`config.mk`:
```
export PLATFORM = sky130hd
export DESIGN_NAME = exp_block_accumulator_flat
export DESIGN_NICKNAME = d
export VERILOG_FILES = /design/src/rtl/exp_acc_if.sv /design/src/rtl/exp_block_accumulator.sv /design/src/flat_wrapper.sv
export SDC_FILE = /design/constraint.sdc
export NUM_CORES = 1
export LEC_CHECK = 0
export BUFFER_PORTS_ARGS = -buffer_cell sky130_fd_sc_hd__buf_4
export CAP_MARGIN = 20
export CORE_UTILIZATION = 32
export CTS_CLUSTER_DIAMETER = 80
export DETAILED_ROUTE_END_ITERATION = 12
export PLACE_DENSITY = 0.47
export SYNTH_ARGS = -nofsm -noshare
export SYNTH_HDL_FRONTEND = slang
export SYNTH_SLANG_ARGS = --single-unit
```
`constraint.sdc`:
```
create_clock -name clk -period 3.7 [get_ports clk]
set_clock_uncertainty 0.1 [all_clocks]
set_input_delay 0.37 -clock clk [delete_from_list [all_inputs] [get_ports clk]]
set_output_delay 0.37 -clock clk [all_outputs]
set_load 0.02 [all_outputs]
```
`src/rtl/exp_acc_if.sv`:
```
// exp_acc_if
//   Bundles the sample input stream (from the exp(x) evaluator) and the
//   block-sum output stream of exp_block_accumulator.
//   master : drives samples and downstream ready, observes sums (evaluator/sink side)
//   slave  : the accumulator itself
//   Signals: i_valid, i_y[WIDTHIN], i_last, o_ready  - sample handshake
//            o_valid, i_ready, o_sum[ACCW], o_count[CNTW], o_ovf - sum handshake
interface exp_acc_if #(
    parameter int WIDTHIN = 32,
    parameter int ACCW    = 35,
    parameter int CNTW    = 4
);
    logic               i_valid;
    logic [WIDTHIN-1:0] i_y;
    logic               i_last;
    logic               o_ready;
    logic               o_valid;
    logic               i_ready;
    logic [ACCW-1:0]    o_sum;
    logic [CNTW-1:0]    o_count;
    logic               o_ovf;

    modport master (
        output i_valid, i_y, i_last, i_ready,
        input  o_ready, o_valid, o_sum, o_count, o_ovf
    );

    modport slave (
        input  i_valid, i_y, i_last, i_ready,
        output o_ready, o_valid, o_sum, o_count, o_ovf
    );
endinterface

```
`src/rtl/exp_block_accumulator.sv`:
```
// exp_block_accumulator
//   Sums blocks of unsigned Q7.25 exp(x) samples into Q10.25 block sums (e.g. a
//   softmax denominator). One sum per block of BLOCK_LEN samples, or fewer when a
//   sample arrives with i_last. The sum is held with o_valid until downstream
//   takes it; while held, o_ready follows i_ready so the evaluator stalls.
//   Ports:
//     clk    - clock
//     reset  - asynchronous, active-high
//     bus    - exp_acc_if.slave (sample in: i_valid/i_y/i_last/o_ready,
//              sum out: o_valid/i_ready/o_sum/o_count/o_ovf)
//   Build option:
//     EXP_ACC_SAT_EN - adds saturate at 2^ACCW-1 and o_ovf flags saturated
//                      blocks; otherwise adds wrap and o_ovf is tied low.
module exp_block_accumulator #(
    parameter int WIDTHIN   = 32,
    parameter int ACCW      = 35,
    parameter int BLOCK_LEN = 8,
    parameter int CNTW      = 4
) (
    input  logic        clk,
    input  logic        reset,
    exp_acc_if.slave    bus
);
    typedef enum logic {ACCUM, HOLD} state_t;

    state_t          state, state_nx;
    logic            ready_c, valid_c;
    logic            accept, handoff, closes;
    logic [ACCW-1:0] y_ext, acc, add_sum, sum_q;
    logic [CNTW-1:0] cnt, cnt_inc, count_q;

`ifdef EXP_ACC_SAT_EN
    logic            add_ovf, blk_sat, ovf_q;

    // Returns {saturated, sum}; clamps to all-ones on carry out.
    function automatic logic [ACCW:0] add_acc(input logic [ACCW-1:0] a,
                                              input logic [ACCW-1:0] b);
        logic [ACCW:0] full;
        full = {1'b0, a} + {1'b0, b};
        if (full[ACCW])
            return {1'b1, {ACCW{1'b1}}};
        return full;
    endfunction

    assign {add_ovf, add_sum} = add_acc(acc, y_ext);
    assign bus.o_ovf          = ovf_q;
`else
    // Plain modulo-2^ACCW add.
    function automatic logic [ACCW-1:0] add_acc(input logic [ACCW-1:0] a,
                                                input logic [ACCW-1:0] b);
        return a + b;
    endfunction

    assign add_sum   = add_acc(acc, y_ext);
    assign bus.o_ovf = 1'b0;
`endif

    // Both formats carry 25 fraction bits, so only zero-extension is needed.
    assign y_ext   = ACCW'(bus.i_y);
    assign cnt_inc = cnt + CNTW'(1);
    assign closes  = (cnt_inc == CNTW'(BLOCK_LEN)) | bus.i_last;
    assign accept  = bus.i_valid & ready_c;
    assign handoff = valid_c & bus.i_ready;

    assign bus.o_ready = ready_c;
    assign bus.o_valid = valid_c;
    assign bus.o_sum   = sum_q;
    assign bus.o_count = count_q;

    always_ff @(posedge clk or posedge reset) begin
        if (reset)
            state <= ACCUM;
        else
            state <= state_nx;
    end

    // In HOLD an accept is only possible together with a handoff, because
    // o_ready equals i_ready there.
    always_comb begin
        state_nx = state;
        case (state)
            ACCUM:   if (accept && closes) state_nx = HOLD;
            HOLD:    if (handoff) state_nx = (accept && closes) ? HOLD : ACCUM;
            default: state_nx = ACCUM;
        endcase
    end

    always_comb begin
        ready_c = 1'b1;
        valid_c = 1'b0;
        if (state == HOLD) begin
            valid_c = 1'b1;
            ready_c = bus.i_ready;
        end
    end

    // acc/cnt are cleared whenever a block closes, so during HOLD they are
    // already zero and a same-cycle accept naturally starts the next block
    // with acc=i_y, cnt=1 through the same adder.
    always_ff @(posedge clk or posedge reset) begin
        if (reset) begin
            acc     <= '0;
            cnt     <= '0;
            sum_q   <= '0;
            count_q <= '0;
`ifdef EXP_ACC_SAT_EN
            blk_sat <= 1'b0;
            ovf_q   <= 1'b0;
`endif
        end else if (accept) begin
            if (closes) begin
                sum_q   <= add_sum;
                count_q <= cnt_inc;
                acc     <= '0;
                cnt     <= '0;
`ifdef EXP_ACC_SAT_EN
                ovf_q   <= blk_sat | add_ovf;
                blk_sat <= 1'b0;
`endif
            end else begin
                acc     <= add_sum;
                cnt     <= cnt_inc;
`ifdef EXP_ACC_SAT_EN
                blk_sat <= blk_sat | add_ovf;
`endif
            end
        end
    end
endmodule

```
`src/flat_wrapper.sv`:
```
// flat-port wrapper written by rule: the top's interface ports become plain ports
module exp_block_accumulator_flat 
#(
    parameter int WIDTHIN   = 32,
    parameter int ACCW      = 35,
    parameter int BLOCK_LEN = 8,
    parameter int CNTW      = 4
)
  (clk, reset, bus_i_valid, bus_i_y, bus_i_last, bus_i_ready, bus_o_ready, bus_o_valid, bus_o_sum, bus_o_count, bus_o_ovf);
  exp_acc_if #(.WIDTHIN(WIDTHIN), .ACCW(ACCW), .CNTW(CNTW)) bus_i ();
  input  logic clk;
  input  logic reset;
  input wire logic [$bits(bus_i.i_valid)-1:0] bus_i_valid;
  input wire logic [$bits(bus_i.i_y)-1:0] bus_i_y;
  input wire logic [$bits(bus_i.i_last)-1:0] bus_i_last;
  input wire logic [$bits(bus_i.i_ready)-1:0] bus_i_ready;
  output wire logic [$bits(bus_i.o_ready)-1:0] bus_o_ready;
  output wire logic [$bits(bus_i.o_valid)-1:0] bus_o_valid;
  output wire logic [$bits(bus_i.o_sum)-1:0] bus_o_sum;
  output wire logic [$bits(bus_i.o_count)-1:0] bus_o_count;
  output wire logic [$bits(bus_i.o_ovf)-1:0] bus_o_ovf;
  assign bus_i.i_valid = bus_i_valid;
  assign bus_i.i_y = bus_i_y;
  assign bus_i.i_last = bus_i_last;
  assign bus_i.i_ready = bus_i_ready;
  assign bus_o_ready = bus_i.o_ready;
  assign bus_o_valid = bus_i.o_valid;
  assign bus_o_sum = bus_i.o_sum;
  assign bus_o_count = bus_i.o_count;
  assign bus_o_ovf = bus_i.o_ovf;
  exp_block_accumulator #(.WIDTHIN(WIDTHIN), .ACCW(ACCW), .BLOCK_LEN(BLOCK_LEN), .CNTW(CNTW)) u_core (.clk(clk), .reset(reset), .bus(bus_i));
endmodule
```
Yosys cells after proc, flatten, opt, wreduce, memory -nomap -nowiden

Cells that the tools add are included.

Bits in registers: 79
Latch bits: 0
Memory bits (writable): 0
Bits in read-only memories: 0
Logic and storage cells: 21
Memories kept: 0

$add $sub $neg: 2
Multipliers: 0
Div/mod/pow operators: 0
Order comparisons: 0
Equality and inequality tests: 1
Shift operators: 0
Mux-type cells: 7
Bitwise operators: 4
Reductions and logical operators: 2

Operator list:

| cell                | count |
|---|---|
| $add 35x32->35      | 1 |
| $mux 35             | 1 |
| $add 4x1->4 const B | 1 |
| $eq 4x4->1 const B  | 1 |
| $mux 1              | 4 |
| $mux 4              | 1 |
| $and 1x1->1         | 2 |
| $pmux 1 s2          | 1 |
| $reduce_and 2->1    | 1 |
| $logic_and 1x1->1   | 1 |
| $not 1->1           | 1 |
| $or 1x1->1          | 1 |

Longest topological paths before layout

Gate-level depths: netlist of the first run.

Depth after elaboration: 7
Mapped depth: 12
Depth with buffers taken out: 11

Worst setup path after synthesis of the first run

Ideal clock, no wire load.

Path kind: input port to flip-flop
Start point: in bus_i_y[13]
End point: reg u_core.sum_q[18] (netlist: u_core.bus.o_sum[18])
Arrival time: 2.698 ns
Data required time: 3.475 ns
Path slack: 0.777 ns
Stages: 11
Path buffers: 2
Cells stage by stage: ha_1 clkbuf_1 nand2_1 or4_1 a21oi_1 and3b_1 buf_6 or3_1 nor2b_1 xnor2_1 mux2_2

Word-level cells in the longest chain between the ends: 1

RTL lines:

| element                | RTL line                     | source |
|---|---|---|
| start: declaration     | flat_wrapper.sv:14           | `input wire logic [$bits(bus_i.i_y)-1:0] bus_i_y;` |
| $add 35x32->35         | exp_block_accumulator.sv:51  | `return a + b;` |
| end signal: assignment | exp_block_accumulator.sv:112 | `sum_q <= add_sum;` |
| end: declaration       | exp_block_accumulator.sv:29  | `logic [ACCW-1:0] y_ext, acc, add_sum, sum_q;` |

Every way passes these cells.
A chain may end at the register's enable or synchronous reset.

Worst setup path in the final report of the first run

Start point: reg u_core.acc[0]
End point: reg u_core.sum_q[26] (netlist: u_core.bus.o_sum[26])

Word-level cells in the longest chain between the ends: 1

RTL lines:

| element                  | RTL line                     | source |
|---|---|---|
| start: declaration       | exp_block_accumulator.sv:29  |  |
| start signal: assignment | exp_block_accumulator.sv:121 | `acc <= add_sum;` |
| $add 35x32->35           | exp_block_accumulator.sv:51  |  |

Every way passes these cells.

==> flow_summary.yaml, run 1 <==
run_status:
  status: "finished, final reports clean"
setup_path:
  critPathBufInv: 1
  worstPathMaxFanout: 3
  worstPathRequired_ns: 3.84
  start_kind: "flop"
  cp-end-kind: "flop"
  ff2ff_setup_slack_ns: 0.44
  slowest_stage: "o41ai_1"
  cp_cell_sequence: "ha_1 > inv_1 > fa_1 > nor2b_1 > o2111ai_1 > a21oi_1 > o21ai_0 > o41ai_1 > a31oi_1 > xnor2_1 > mux2_2"
  cp.arrival_ns: 3.39
  worstSetupPathType: "reg -> reg"
  slowest_delay_ns: 0.59
  crit_family: "compound AO/OA/AOI/OAI gates"
global_route:
  grt_pass1_vias: 3899
  grt.met1_usage_pct: 25.9
  grt_max_degree: 55
  grt-busiest-layer: "met1"
  track_usage_pct: 17.6
  globalRouteMet3Util_pct: 3.07
  grt_pass1_wl_mm: 20.6
  met2_usage_pct: 25.1
  antenna_found_initial: 0
  grt_overflow: 0
route:
  wirelength_mm: 12.5
  ant_nets: 0
  drtPass1Iterations: 4
  drt_iter0_markers: 273
  wire_per_inst_um: 16.0
  vias: 4032
  drc: 0
  via_per_inst: 5.15
finish:
  drive_above_1_share_pct: 20.0
  diodes: 0
  nets: 665
  final_cells: 783
  syn_to_final_growth_pct: 22.3
synth:
  syn_area_per_cell_um2: 9.10
  synth-edff-count: 0
  yosysWarnings: 0
  synth_cell_types: 56
  async_flop_share_pct: 100
  synth_ff_type: "dfrtp_1"
  netlist_instances: 524
  ys_seq_area_share_pct: 41.4
  ys_ff_latch: 79
  mappedNetlistArea_um2: 4770
  syn_nets: 595
floorplanning:
  pin_count: 79
  die_h_um: 124
  core_area_um2: 14500
  start_util_pct: 32.8
  die_w_um: 124
  dieArea_um2: 15400
  row_count: 44
timing:
  finalSetupViolCount: 0
  worstMarginPinSlew_ns: 0.809
  drv_slew: 0
  max_slew_margin_pct: 45.9
  tns_ns: 0
  fmax_ghz: 0.307
  rsz0062_at_grt: "false"
  finalCritPeriodShare_pct: 88.0
  finalHoldViolations: 0
  post-route-min-period_ns: 3.26
power:
  powerDensity_nw_per_um2: 856
  ir_drop_mv: 0.344
  power.leakage_nw: 2.64
clock_tree:
  root_buffer: "clkbuf_16"
  ctsResizeCount: 0
  cts_max_level: 3
  cts_tree: "done"
  cts.sinks: 79
  post-cts-setup-buffers: 0
  worstSkewPairLatency_ns: 0.35
  clock_path_buffers: 2
  clk_transition_reported_paths_ns: 0.06
  cts_buffers: 9
job:
  drv_cap: 0
worst_hold_path:
  hp-class: "in -> reg"
placement:
  post-place-cells: 766
  gp_congestion: 0.877
  dp_hpwl_mm: 9.43
  portBuffers: 77
cells by family after synthesis:
logic type	count (synthesis)	share of synthesized area (%)
AOI/OAI and AO/OA	169	22.1
and+or+nand+nor	158	14.7
DFF	79	41.4
xor gates and xnor gates	36	6.61
adders and majority gates	34	9.07
buffers and inverters	34	2.91
muxes	13	3.07
other	1	0.0786
worst paths after layout:
check	startpoint	endpoint	cells past startpoint
setup / recovery	u_core.acc[0]	u_core.bus.o_sum[26]	11
hold / removal	bus_i_last	u_core.cnt[2]	3
setup reg to reg	u_core.acc[0]	u_core.bus.o_sum[26]	11
hold reg to reg	u_core.bus.o_sum[31]	u_core.bus.o_sum[31]	2
max in group asynchronous	reset	u_core.acc[23]	4
min in group asynchronous	reset	u_core.bus.o_sum[3]	3
repair_timing:
| action | 4_1_cts | 5_1_grt |
|---|---|---|
| setup endpoints to repair | 0 | 0 |
| hold buffers | 1 | 0 |
| hold endpoints to repair | 3 | 0 |
synthesized netlist by cell type, types with 3 or more instances:
cell	number	area [um2]
nor2b_1	6	37.5
o211ai_1	3	22.5
nor2_1	20	75.1
and2_1	3	18.8
nand2_1	87	327
dfrtp_1	79	1980
clkbuf_1	21	78.8
xor2_1	12	105
nand3_1	10	50.1
nand2b_1	4	25.0
ha_1	33	413
nand4_1	7	43.8
inv_1	9	33.8
o21ai_0	69	345
o21ai_1	4	20.0
or3_1	3	18.8
o31ai_1	9	67.6
a211oi_1	3	22.5
a21o_1	6	45.0
mux2_2	13	146
a21oi_1	36	180
nor3_1	8	40.0
nor4_1	3	18.8
a22o_1	13	114
xnor2_1	24	210
cell usage in the layout (no fill, tap or decap), drive strengths merged, types with 4 or more instances in the layout:
master / synthesis / layout
nand3: 10 / 10
a22o: 13 / 13
clkbuf: 21 / 12
nor2: 20 / 20
buf: 4 / 83
mux2: 13 / 13
a21oi: 37 / 37
ha: 33 / 33
nor3: 8 / 8
nand4: 7 / 7
nor2b: 6 / 6
o31ai: 10 / 10
xor2: 12 / 12
nand2: 88 / 88
xnor2: 24 / 24
clkinv: 0 / 4
nand2b: 4 / 4
dfrtp: 79 / 79
a21o: 6 / 6
inv: 9 / 8
o21ai: 73 / 73
routing by layer:
| layer | wire length (um) | vias to the layer above |
|---|---|---|
| li1 | - | 2024 |
| met1 | 6440 | 1921 |
| met2 | 5380 | 71 |
| met3 | 456 | 16 |
| met4 | 255 | 0 |
| met5 | 0 | - |
stage by stage:
step | cell area (um2) | utilization (%) | power [mW] | hold WS, ns | setup WS [ns]
6_report | 5840 | 40.2 | 5.00 | 0.243 | 0.443
5_1_grt | 5840 | 40.2 | 5.42 | 0.267 | 0.212
4_1_cts | 5840 | 40.2 | 5.04 | 0.228 | 0.430
3_5_place_dp | 5540 | 38.1 | 4.12 | 0.143 | 0.340
3_3_place_gp | 5540 | 38.1 | 4.11 | 0.142 | 0.420
2_1_floorplan | 4770 | - | 3.28 | 0.353 | 0.777
flip-flops by register name, summed over array words and instances, names as in the netlist:
signal              count
u_core.acc             35
u_core.bus.o_sum       35
u_core.bus.o_count      4
u_core.cnt              4
u_core.state            1
worst reg2reg max path, cell delays in order, from the launching register on:
cell and delay [ns]:
dfrtp_1 0.34, ha_1 0.20, inv_1 0.07, fa_1 0.40
nor2b_1 0.16, o2111ai_1 0.20, a21oi_1 0.26, o21ai_0 0.20
o41ai_1 0.59, a31oi_1 0.19, xnor2_1 0.17, mux2_2 0.27
report_power, final:
| part | switching (mW) | total [mW] | internal, mW |
|---|---|---|---|
| Clock | 0.355 | 0.893 | 0.538 |
| Sequential | 0.218 | 1.44 | 1.23 |
| Combinational | 1.57 | 2.66 | 1.09 |
layout make-up:
cell class / instances / area [um2]
Clock buffer: 12 / 246
Clock inverter: 4 / 45.0
Inverter: 9 / 35.0
Tap cell: 184 / 230
Timing Repair Buffer: 84 / 646
Multi-Input combinational cell: 411 / 2660
Sequential cell: 79 / 1980
Fill cell: 1496 / 8700
Power figures use the tool's default switching activity.
==> run 2: changes to the inputs <==
Settings changed: CORE_MARGIN set to 5.
==> run 2 against run 1 <==
  * Sequential power barely moved
  * Count of clock-buffer cells in the layout rose by 3
  * Wire length rose by 3.7%
  * Critical path depth did not move
  * Final area fell by 0.62%
  * Register-to-register slack barely moved
  * Setup slack improved by 0.010 ns
==> flow_summary.yaml, run 2 (same netlist as run 1, synthesis figures left out) <==
run_status:
  status: "finished, final reports clean"
setup_path:
  slowest_stage: "o41ai_1"
  crit_family: "compound AO/OA/AOI/OAI gates"
  cp-end-kind: "flop"
  cp_cell_sequence: "ha_1 > inv_1 > fa_1 > nor2b_1 > o2111ai_1 > a21oi_1 > o21ai_0 > o41ai_1 > a31oi_1 > xnor2_1 > mux2_2"
  critPathBufInv: 1
  worstPathMaxFanout: 3
  slowest_delay_ns: 0.58
  start_kind: "flop"
  cp.arrival_ns: 3.38
  worstPathRequired_ns: 3.83
  worstSetupPathType: "reg -> reg"
power:
  comb_power_share_pct: 53.5
  p_clk_share_pct: 17.2
  power.leakage_nw: 2.62
  powerDensity_nw_per_um2: 855
  ir_drop_mv: 0.378
  total_power_mw: 4.96
  power.internal_mw: 2.82
  swShare_pct: 43.0
  p_sw_mw: 2.13
  seq_power_share_pct: 29.3
finish:
  syn_to_final_growth_pct: 21.6
  nets: 664
  drive_above_1_share_pct: 19.8
  fillers: 1474
  fin_util_pct: 39.8
  final_cell_mix: "86 x nand2_1, 83 x buf_4, 79 x dfrtp_1"
  final_common_cell: "nand2_1"
  diodes: 0
floorplanning:
  row_count: 44
  core_area_um2: 14600
  start_util_pct: 32.7
  dieArea_um2: 17500
  die_w_um: 132
  die_h_um: 132
  pin_count: 79
global_route:
  track_usage_pct: 15.3
  grt_max_degree: 57
  grt_overflow: 0
  antenna_found_initial: 0
  grt_pass1_vias: 4083
  grt_pass1_wl_mm: 21.5
route:
  ant_nets: 0
  drt_iter0_markers: 355
  drtPass1Iterations: 5
  via_per_inst: 5.17
  vias: 4039
  drc: 0
  wirelength_mm: 13.0
  wire_per_inst_um: 16.6
placement:
  dp_hpwl_mm: 9.75
  gp_congestion: 0.899
  portBuffers: 77
timing:
  finalHoldViolations: 0
  rsz0062_at_grt: "false"
  post-route-min-period_ns: 3.25
  fmax_ghz: 0.308
  worstMarginPinSlew_ns: 0.831
  holdWs_ns: 0.0428
  finalSetupViolCount: 0
  drv_slew: 0
  finalCritPeriodShare_pct: 87.7
  max_slew_margin_pct: 44.4
  tns_ns: 0
clock_tree:
  cts_hold_buf: 0
  cts.sinks: 79
  cts_max_level: 3
  post-cts-setup-buffers: 0
  clk_transition_reported_paths_ns: 0.06
  worstSkewPairLatency_ns: 0.35
  root_buffer: "clkbuf_16"
  cts_buffers: 9
  cts_tree: "done"
  ctsResizeCount: 0
  clock_path_buffers: 2
worst_hold_path:
  hp-class: "in -> async"
job:
  drv_cap: 0
## run 2: area by class of cell
cell class / instances / area [um2] / area share, %
clock buffers: 15 / 278 / 4.79
inverters: 9 / 35.0 / 0.604
well taps: 184 / 230 / 3.97
multi-input cells: 411 / 2660 / 45.8
flip-flops and latches: 79 / 1980 / 34.1
repair buffers: 83 / 623 / 10.7
## run 2: path summary, 6_finish.rpt
path / from / cells past startpoint / endpoint / slack (ns)
max in group asynchronous: reset / 3 / u_core.bus.o_sum[10] / 2.68
setup reg to reg: u_core.acc[0] / 11 / u_core.bus.o_sum[26] / 0.45
hold / removal: reset / 2 / u_core.bus.o_sum[5] / 0.04
min in group clk: bus_i_last / 3 / u_core.cnt[2] / 0.24
hold reg to reg: u_core.bus.o_sum[5] / 2 / u_core.bus.o_sum[5] / 0.38
setup / recovery: u_core.acc[0] / 11 / u_core.bus.o_sum[26] / 0.45
## run 2: stage by stage
stage	instance area, um2	setup WS [ns]	instances
floorplan	4770	0.777	524
global placement	5520	0.405	766
detailed placement	5520	0.365	766
CTS	5800	0.455	781
global route	5800	0.175	781
finish	5800	0.453	781
## run 2: layer usage
| layer | vias up | wire length (um) | global-route usage (%) |
|---|---|---|---|
| met5 | - | 0 | 0 |
| met4 | 0 | 342 | 7.26 |
| met3 | 20 | 577 | 3.02 |
| met2 | 93 | 5510 | 22.0 |
| met1 | 1903 | 6570 | 22.1 |
| li1 | 2023 | - | - |
## run 2: power by group through the flow
stage          clock [mW]  combinational (mW)  sequential, mW
2_1_floorplan           0                1.62            1.66
3_3_place_gp            0                2.66            1.46
3_5_place_dp            0                2.66            1.47
4_1_cts             0.882                2.67            1.46
5_1_grt             0.919                2.95            1.51
6_report            0.851                2.65            1.45
